<file path="src/rtl/char_cell_renderer.sv">
// Renders one ASCII character into a 6x12 text cell of a 1-bpp framebuffer,
// fetching one glyph ROM pixel per cycle and writing it one cycle later.
module char_cell_renderer #(
  parameter int DISP_W  = 128,
  parameter int DISP_H  = 64,
  parameter int GLYPH_W = 5,
  parameter int GLYPH_H = 12,
  parameter int CELL_W  = 6,
  parameter int CELL_H  = 12
) (
  input  logic        clk,
  input  logic        rst_n,
  input  logic        char_valid,
  output logic        char_ready,
  input  logic [7:0]  char_in,
  input  logic [4:0]  col,
  input  logic [2:0]  row,
  input  logic        invert,
  output logic [7:0]  rom_char,
  output logic [5:0]  rom_pos,
  input  logic        rom_pixel,
  output logic        fb_we,
  output logic [12:0] fb_addr,
  output logic        fb_data,
  output logic        busy,
  output logic        done
);

  localparam int TEXT_COLS = DISP_W / CELL_W;
  localparam int TEXT_ROWS = DISP_H / CELL_H;

  typedef enum logic [1:0] {
    IDLE = 2'd0,
    DRAW = 2'd1,
    FIN  = 2'd2
  } state_t;

  state_t      state_q, state_d;
  logic [7:0]  char_q, char_d;
  logic [4:0]  col_q, col_d;
  logic [2:0]  row_q, row_d;
  logic        inv_q, inv_d;
  logic        drop_q, drop_d;
  logic [2:0]  px_q, px_d;
  logic [3:0]  py_q, py_d;
  logic        fb_we_q, fb_we_d;
  logic [12:0] fb_addr_q, fb_addr_d;
  logic        fb_data_q, fb_data_d;
  logic        done_q, done_d;

  logic        in_glyph;
  logic        last_col;
  logic        last_row;
  logic [5:0]  glyph_idx;
  logic [12:0] pix_x;
  logic [12:0] pix_y;
  logic [12:0] pix_addr;
  logic        pix_val;

  // Pixel geometry for the current (px, py) position inside the cell.
  always_comb begin
    in_glyph  = (px_q < 3'(GLYPH_W)) && (py_q < 4'(GLYPH_H));
    last_col  = (px_q == 3'(CELL_W - 1));
    last_row  = (py_q == 4'(CELL_H - 1));
    glyph_idx = 6'(py_q) * 6'(GLYPH_W) + 6'(px_q);
    pix_x     = 13'(col_q) * 13'(CELL_W) + 13'(px_q);
    pix_y     = 13'(row_q) * 13'(CELL_H) + 13'(py_q);
    pix_addr  = pix_y * 13'(DISP_W) + pix_x;
    pix_val   = (in_glyph ? rom_pixel : 1'b0) ^ inv_q;
  end

  always_comb begin
    state_d   = state_q;
    char_d    = char_q;
    col_d     = col_q;
    row_d     = row_q;
    inv_d     = inv_q;
    drop_d    = drop_q;
    px_d      = px_q;
    py_d      = py_q;
    fb_we_d   = 1'b0;
    fb_addr_d = fb_addr_q;
    fb_data_d = fb_data_q;
    done_d    = 1'b0;

    case (state_q)
      IDLE: begin
        if (char_valid) begin
          char_d  = char_in;
          col_d   = col;
          row_d   = row;
          inv_d   = invert;
          px_d    = 3'd0;
          py_d    = 4'd0;
          drop_d  = (col >= 5'(TEXT_COLS)) || (row >= 3'(TEXT_ROWS));
          state_d = DRAW;
        end
      end

      DRAW: begin
        // A dropped cell keeps its timing but leaves the framebuffer bus untouched.
        fb_we_d = !drop_q;
        if (!drop_q) begin
          fb_addr_d = pix_addr;
          fb_data_d = pix_val;
        end
        if (last_col) begin
          px_d = 3'd0;
          if (last_row) begin
            state_d = FIN;
          end else begin
            py_d = py_q + 4'd1;
          end
        end else begin
          px_d = px_q + 3'd1;
        end
      end

      FIN: begin
        done_d  = 1'b1;
        state_d = IDLE;
      end

      default: begin
        state_d = IDLE;
      end
    endcase
  end

  always_ff @(posedge clk or negedge rst_n) begin
    if (!rst_n) begin
      state_q   <= IDLE;
      char_q    <= 8'd0;
      col_q     <= 5'd0;
      row_q     <= 3'd0;
      inv_q     <= 1'b0;
      drop_q    <= 1'b0;
      px_q      <= 3'd0;
      py_q      <= 4'd0;
      fb_we_q   <= 1'b0;
      fb_addr_q <= 13'd0;
      fb_data_q <= 1'b0;
      done_q    <= 1'b0;
    end else begin
      state_q   <= state_d;
      char_q    <= char_d;
      col_q     <= col_d;
      row_q     <= row_d;
      inv_q     <= inv_d;
      drop_q    <= drop_d;
      px_q      <= px_d;
      py_q      <= py_d;
      fb_we_q   <= fb_we_d;
      fb_addr_q <= fb_addr_d;
      fb_data_q <= fb_data_d;
      done_q    <= done_d;
    end
  end

  // The ROM address is combinational so its pixel lands in the next write.
  assign rom_char   = char_q;
  assign rom_pos    = (state_q == DRAW && in_glyph) ? glyph_idx : 6'd0;
  assign char_ready = (state_q == IDLE);
  assign busy       = (state_q != IDLE);
  assign fb_we      = fb_we_q;
  assign fb_addr    = fb_addr_q;
  assign fb_data    = fb_data_q;
  assign done       = done_q;

endmodule

</file>
<file path="config.mk">
export PLATFORM = sky130hd
export DESIGN_NAME = char_cell_renderer
export DESIGN_NICKNAME = d
export VERILOG_FILES = /design/src/rtl/char_cell_renderer.sv
export SDC_FILE = /design/constraint.sdc
export NUM_CORES = 1
export LEC_CHECK = 0
export ABC_AREA = 1
export CORE_MARGIN = 2
export CORE_UTILIZATION = 47
export DETAILED_ROUTE_END_ITERATION = 6
export PLACE_DENSITY_LB_ADDON = 0.2
export SLEW_MARGIN = 20
export SYNTH_ARGS = -nofsm -noshare
export SYNTH_HDL_FRONTEND = slang
export SYNTH_SLANG_ARGS = --single-unit
</file>
<file path="constraint.sdc">
create_clock -name clk -period 2 [get_ports clk]
set_input_delay 0.3 -clock clk [delete_from_list [all_inputs] [get_ports clk]]
set_output_delay 0.3 -clock clk [all_outputs]
set_load 0.02 [all_outputs]
</file>
* Word level (Yosys, flattened, before mapping)
Cells that the tools add are included.
** Storage, ports and cells
- ROM bits :: 0
- Bits of input ports :: 21
- Bits in latches :: 0
- RAM bits :: 0
- Output and inout bits :: 32
- Register bits after elaboration :: 43
- Logic and storage cells :: 62
- Memories :: 0
** Operators by class
- Multiplexer cells :: 15
- Divide/modulo/power cells :: 0
- Reductions and logical operators :: 12
- Bitwise operators :: 2
- $mul :: 3
- Add/subtract/negate cells :: 6
- Magnitude comparators :: 4
- Equal/unequal tests :: 8
- Shift operators :: 0
** Operator list (number)
- $add A13 B9 Y13 :: 1
- $mux W4 :: 3
- $add A8 B3 Y9 :: 1
- $ne A2 B2 Y1 const B :: 4
- $pmux W4 S2 :: 1
- $mul A5 B2 Y7 const B :: 1
- $add A6 B3 Y6 :: 1
- $add A6 B4 Y6 :: 1
- $mul A4 B3 Y6 const B :: 1
- $mux W2 :: 3
- $mux W3 :: 2
- $mux W6 :: 1
- $pmux W3 S2 :: 1
- $reduce_and A2 Y1 :: 3
- $ge A5 B5 Y1 const B :: 1
- $add A4 B1 Y4 const B :: 1
- $eq A4 B4 Y1 const B :: 1
- $lt A4 B4 Y1 const B :: 1
- $mul A3 B2 Y4 const B :: 1
- $pmux W2 S2 :: 1
- $reduce_and A4 Y1 :: 1
- $reduce_bool A2 Y1 :: 2
- $add A3 B1 Y3 const B :: 1
- $eq A3 B3 Y1 const B :: 1
- other kinds (12) :: 15

* Depth between registers and ports, before layout
- Depth after elaboration :: 4
- Mapped depth :: 13
- Mapped depth without buffers :: 13

* Worst setup path after synthesis
No wires, ideal clock.
- Path type :: reg-to-output
- Start point :: register py_q[3]
- End point :: output rom_pos[4]
- Cell stages (with the launch flop) :: 9
- Path buffers :: 0
- Arrival time :: 2.126 ns
- Data required time :: 1.700 ns
- Path slack :: -0.426 ns
- Path through :: dfrtp_1 -> ha_1 -> ha_1 -> ha_1 -> nand2_1 -> nand2_1 -> a31oi_1 -> or2_2 -> a21oi_1
** On the way
- Word-level cells in the longest chain between the ends :: 4
- Elaborated cells on any way between the ends :: 6
- Those cells by class :: 1 x add/sub; 1 x mul; 1 x order compare; 1 x mux; 2 x reduce/logical
** RTL lines
- from (decl) :: RTL line 45 : logic [3:0] py_q, py_d;
- from (signal assigned) :: RTL line 152 : py_q <= py_d;
- parallel branches: the longest is 3 deep, another holds $mul A4 B3 Y6
- $mux W6 (*) :: RTL line 162 : assign rom_pos = (state_q == DRAW && in_glyph) ? glyph_idx : 6'd0;
- to (decl) :: RTL line 20 : output logic [5:0] rom_pos,
Mark *: on every way between the ends.

* Final worst setup path
- Start point :: register py_q[1]
- End point :: output rom_pos[5]
Same word-level chain as after synthesis.

==> out/metrics.csv <==
metric,value,unit
regArea,1080,um2
dieArea,6420,um2
power_density,415,nW/um2
critPathKind,reg -> out,
startpoint_type,flip-flop,
place_hpwl,4.71,mm
fill_cells,368,
async_flop_share,100,%
rsz0062_at_grt,yes,
path_clk_slew,80,ps
nets,485,
synth_area_leaders,"dfrtp_1 (40%), nand2_1 (14%), ha_1 (11%)",
synth_edf_count,0,
routed_wl,7.76,mm
finalPower,1.76,mW
synth_seq_area_share,39.5,%
ys_seq_elements,43,
die_x,80.1,um
synth_top_area_share,39.5,%
tightest_slew,551,ps
violations,setup timing,
drc,0,
netlist-cell-type-count,36,
io_buffers,52,
setup_ws,-557,ps
worstSetupEndpointType,output pin,
yosysTopAreaCell,dfrtp_1,
gr-total-overflow,0,
cts.sinks,43,
crit_fanout,3,
setup_viol,9,
max_freq,391,MHz
slew_violations,0,
cp_data_required_time,1700,ps
maxCapViolCount,0,
netlist_instances,334,
clock_latency,310,ps
dr_total_vias,2659,
syn_nets,383,
place_congestion,0.794,
die_h,80.1,um
grt_antenna_before_repair,0,
grt_max_degree,44,
rows,27,
synth-main-ff-cell,dfrtp_1,
yosys_warnings,0,
antennaDiodeCount,0,
area_growth,55.7,%
cts_buffers,5,
grt.total_usage,22.6,%
slew_headroom,63.2,%
min_path_type,in -> async,
detail_route.wl_per_cell,15.2,um
p_leak,2.10,nW
cts_buffer_depth,2,
mostFrequentLayoutCells,"nand2_1 (93), clkdlybuf4s50_1 (44), buf_4 (43)",
cts_hold_buf,0,
root_buffer,clkbuf_8,
layout_commonest_cell,nand2_1,
cts_tree,done,
finalCritPeriodShare,128,%
status,"finished, violations left",
grt_pass1_wl,11.1,mm
fin_skew,4.81,ps
drt-pass1-iter-count,4,
syn_area_per_cell,8.15,um2
crit_start,py_q[1],
grt_pass1_vias,2413,
multi_input_area,1840,um2
post-route-util,76.5,%
r2r_cells,10,
ios,53,
drt-initial-drc-count,147,
synthesis.area,2720,um2
regToRegStartpoint,py_q[2],
hold_violations,0,
coreArea,5540,um2
initial_core_util,49.1,%
final_layout_size_suffix_gt1_share,33.6,%
r2r_slack,-130,ps
vias_per_cell,5.22,
period_minus_slack,2560,ps
antenna_left,0,
crit_arrival,2260,ps
crit_end,rom_pos[5],
htreeDepth,2,
r2r_end,fb_addr[12],
ir_drop,279,uV
==> cell usage after synthesis, types with 5 or more instances <==
library cell  instances
nand3_1              25
a21oi_1               7
fa_1                  5
ha_1                 23
nor2_1               22
o21ai_0              18
nand2_1             104
inv_2                 5
dfrtp_1              43
xor2_1                5
inv_1                33
==> critical path, cell delays in order (launching register included) <==
cell and delay [ps]:
dfrtp_2 470, ha_4 300, ha_4 140, inv_2 40, fa_2 370, inv_2 70
nand2_2 60, nand2_2 60, a21oi_2 50, xor2_1 160, nor2_2 100, buf_6 120
==> power by group <==
| part | total (mW) | switching [mW] | internal, mW |
|---|---|---|---|
| Clock | 0.828 | 0.330 | 0.498 |
| Sequential | 0.869 | 0 | 0.869 |
| Combinational | 0.0634 | 0.0270 | 0.0364 |
| Total | 1.76 | 0.357 | 1.40 |
==> stage by stage <==
stage | area (um2) | TNS (ps) | hold WS (ps) | worst slack (ps) | cells
CTS | 4040 | -1680 | 80.2 | -519 | 502
global placement | 3650 | -3400 | 410 | -729 | 490
finish | 4240 | -2330 | 55.3 | -557 | 509
global route | 4240 | -2960 | 108 | -610 | 509
floorplan | 2780 | -580 | 4.41 | -265 | 334
detailed placement | 3650 | -3560 | 410 | -766 | 490
==> sequential cells by signal (all words and copies together), names as in the netlist <==
signal    cells
drop_q        1
px_q          3
row_q         3
fb_we         1
inv_q         1
state_q       2
col_q         5
done          1
fb_data       1
py_q          4
fb_addr      13
rom_char      8
==> repair_timing <==
item | CTS | global route
resized for setup | 76 | 36
pin swaps | 21 | 27
setup endpoints to repair | 13 | 13
buffers inserted | 4 | 7
==> cell families after synthesis <==
group,after synthesis,synth area share (%)
and+or+nand+nor,172,28.6
buffers and inverters,46,6.89
DFF,43,39.5
AOI/OAI and AO/OA,36,7.81
adders and majority gates,28,14.2
xor gates and xnor gates,9,2.90
==> cell type report <==
cell class                      count  area share [%]
Multi-Input combinational cell    245            43.4
Timing Repair Buffer              102            22.1
Inverter                           39            3.63
Sequential cell                    43            25.5
Clock buffer                        5            1.62
Clock inverter                      3            1.59
Tap cell                           72            2.13
==> worst min-delay path by stage <==
stage	slack, ps	depth (start not counted)	to	from
after floorplan	4	0	col_q[0]	rst_n
after global placement	410	2	fb_addr[0]	rst_n
after detailed placement	410	2	fb_addr[0]	rst_n
after CTS	80	2	col_q[3]	rst_n
after global routing	110	2	px_q[2]	rst_n
final	60	2	py_q[2]	rst_n
==> routing by layer <==
layer	up-vias	share of wire [%]	GRT usage (%)
met2	86	50	37.3
li1	1279	-	-
met4	0	3.0	10.2
met3	22	5.0	4.94
met5	-	0	0
met1	1272	42	28.2
No activity file was read; power rests on OpenSTA's default activity.
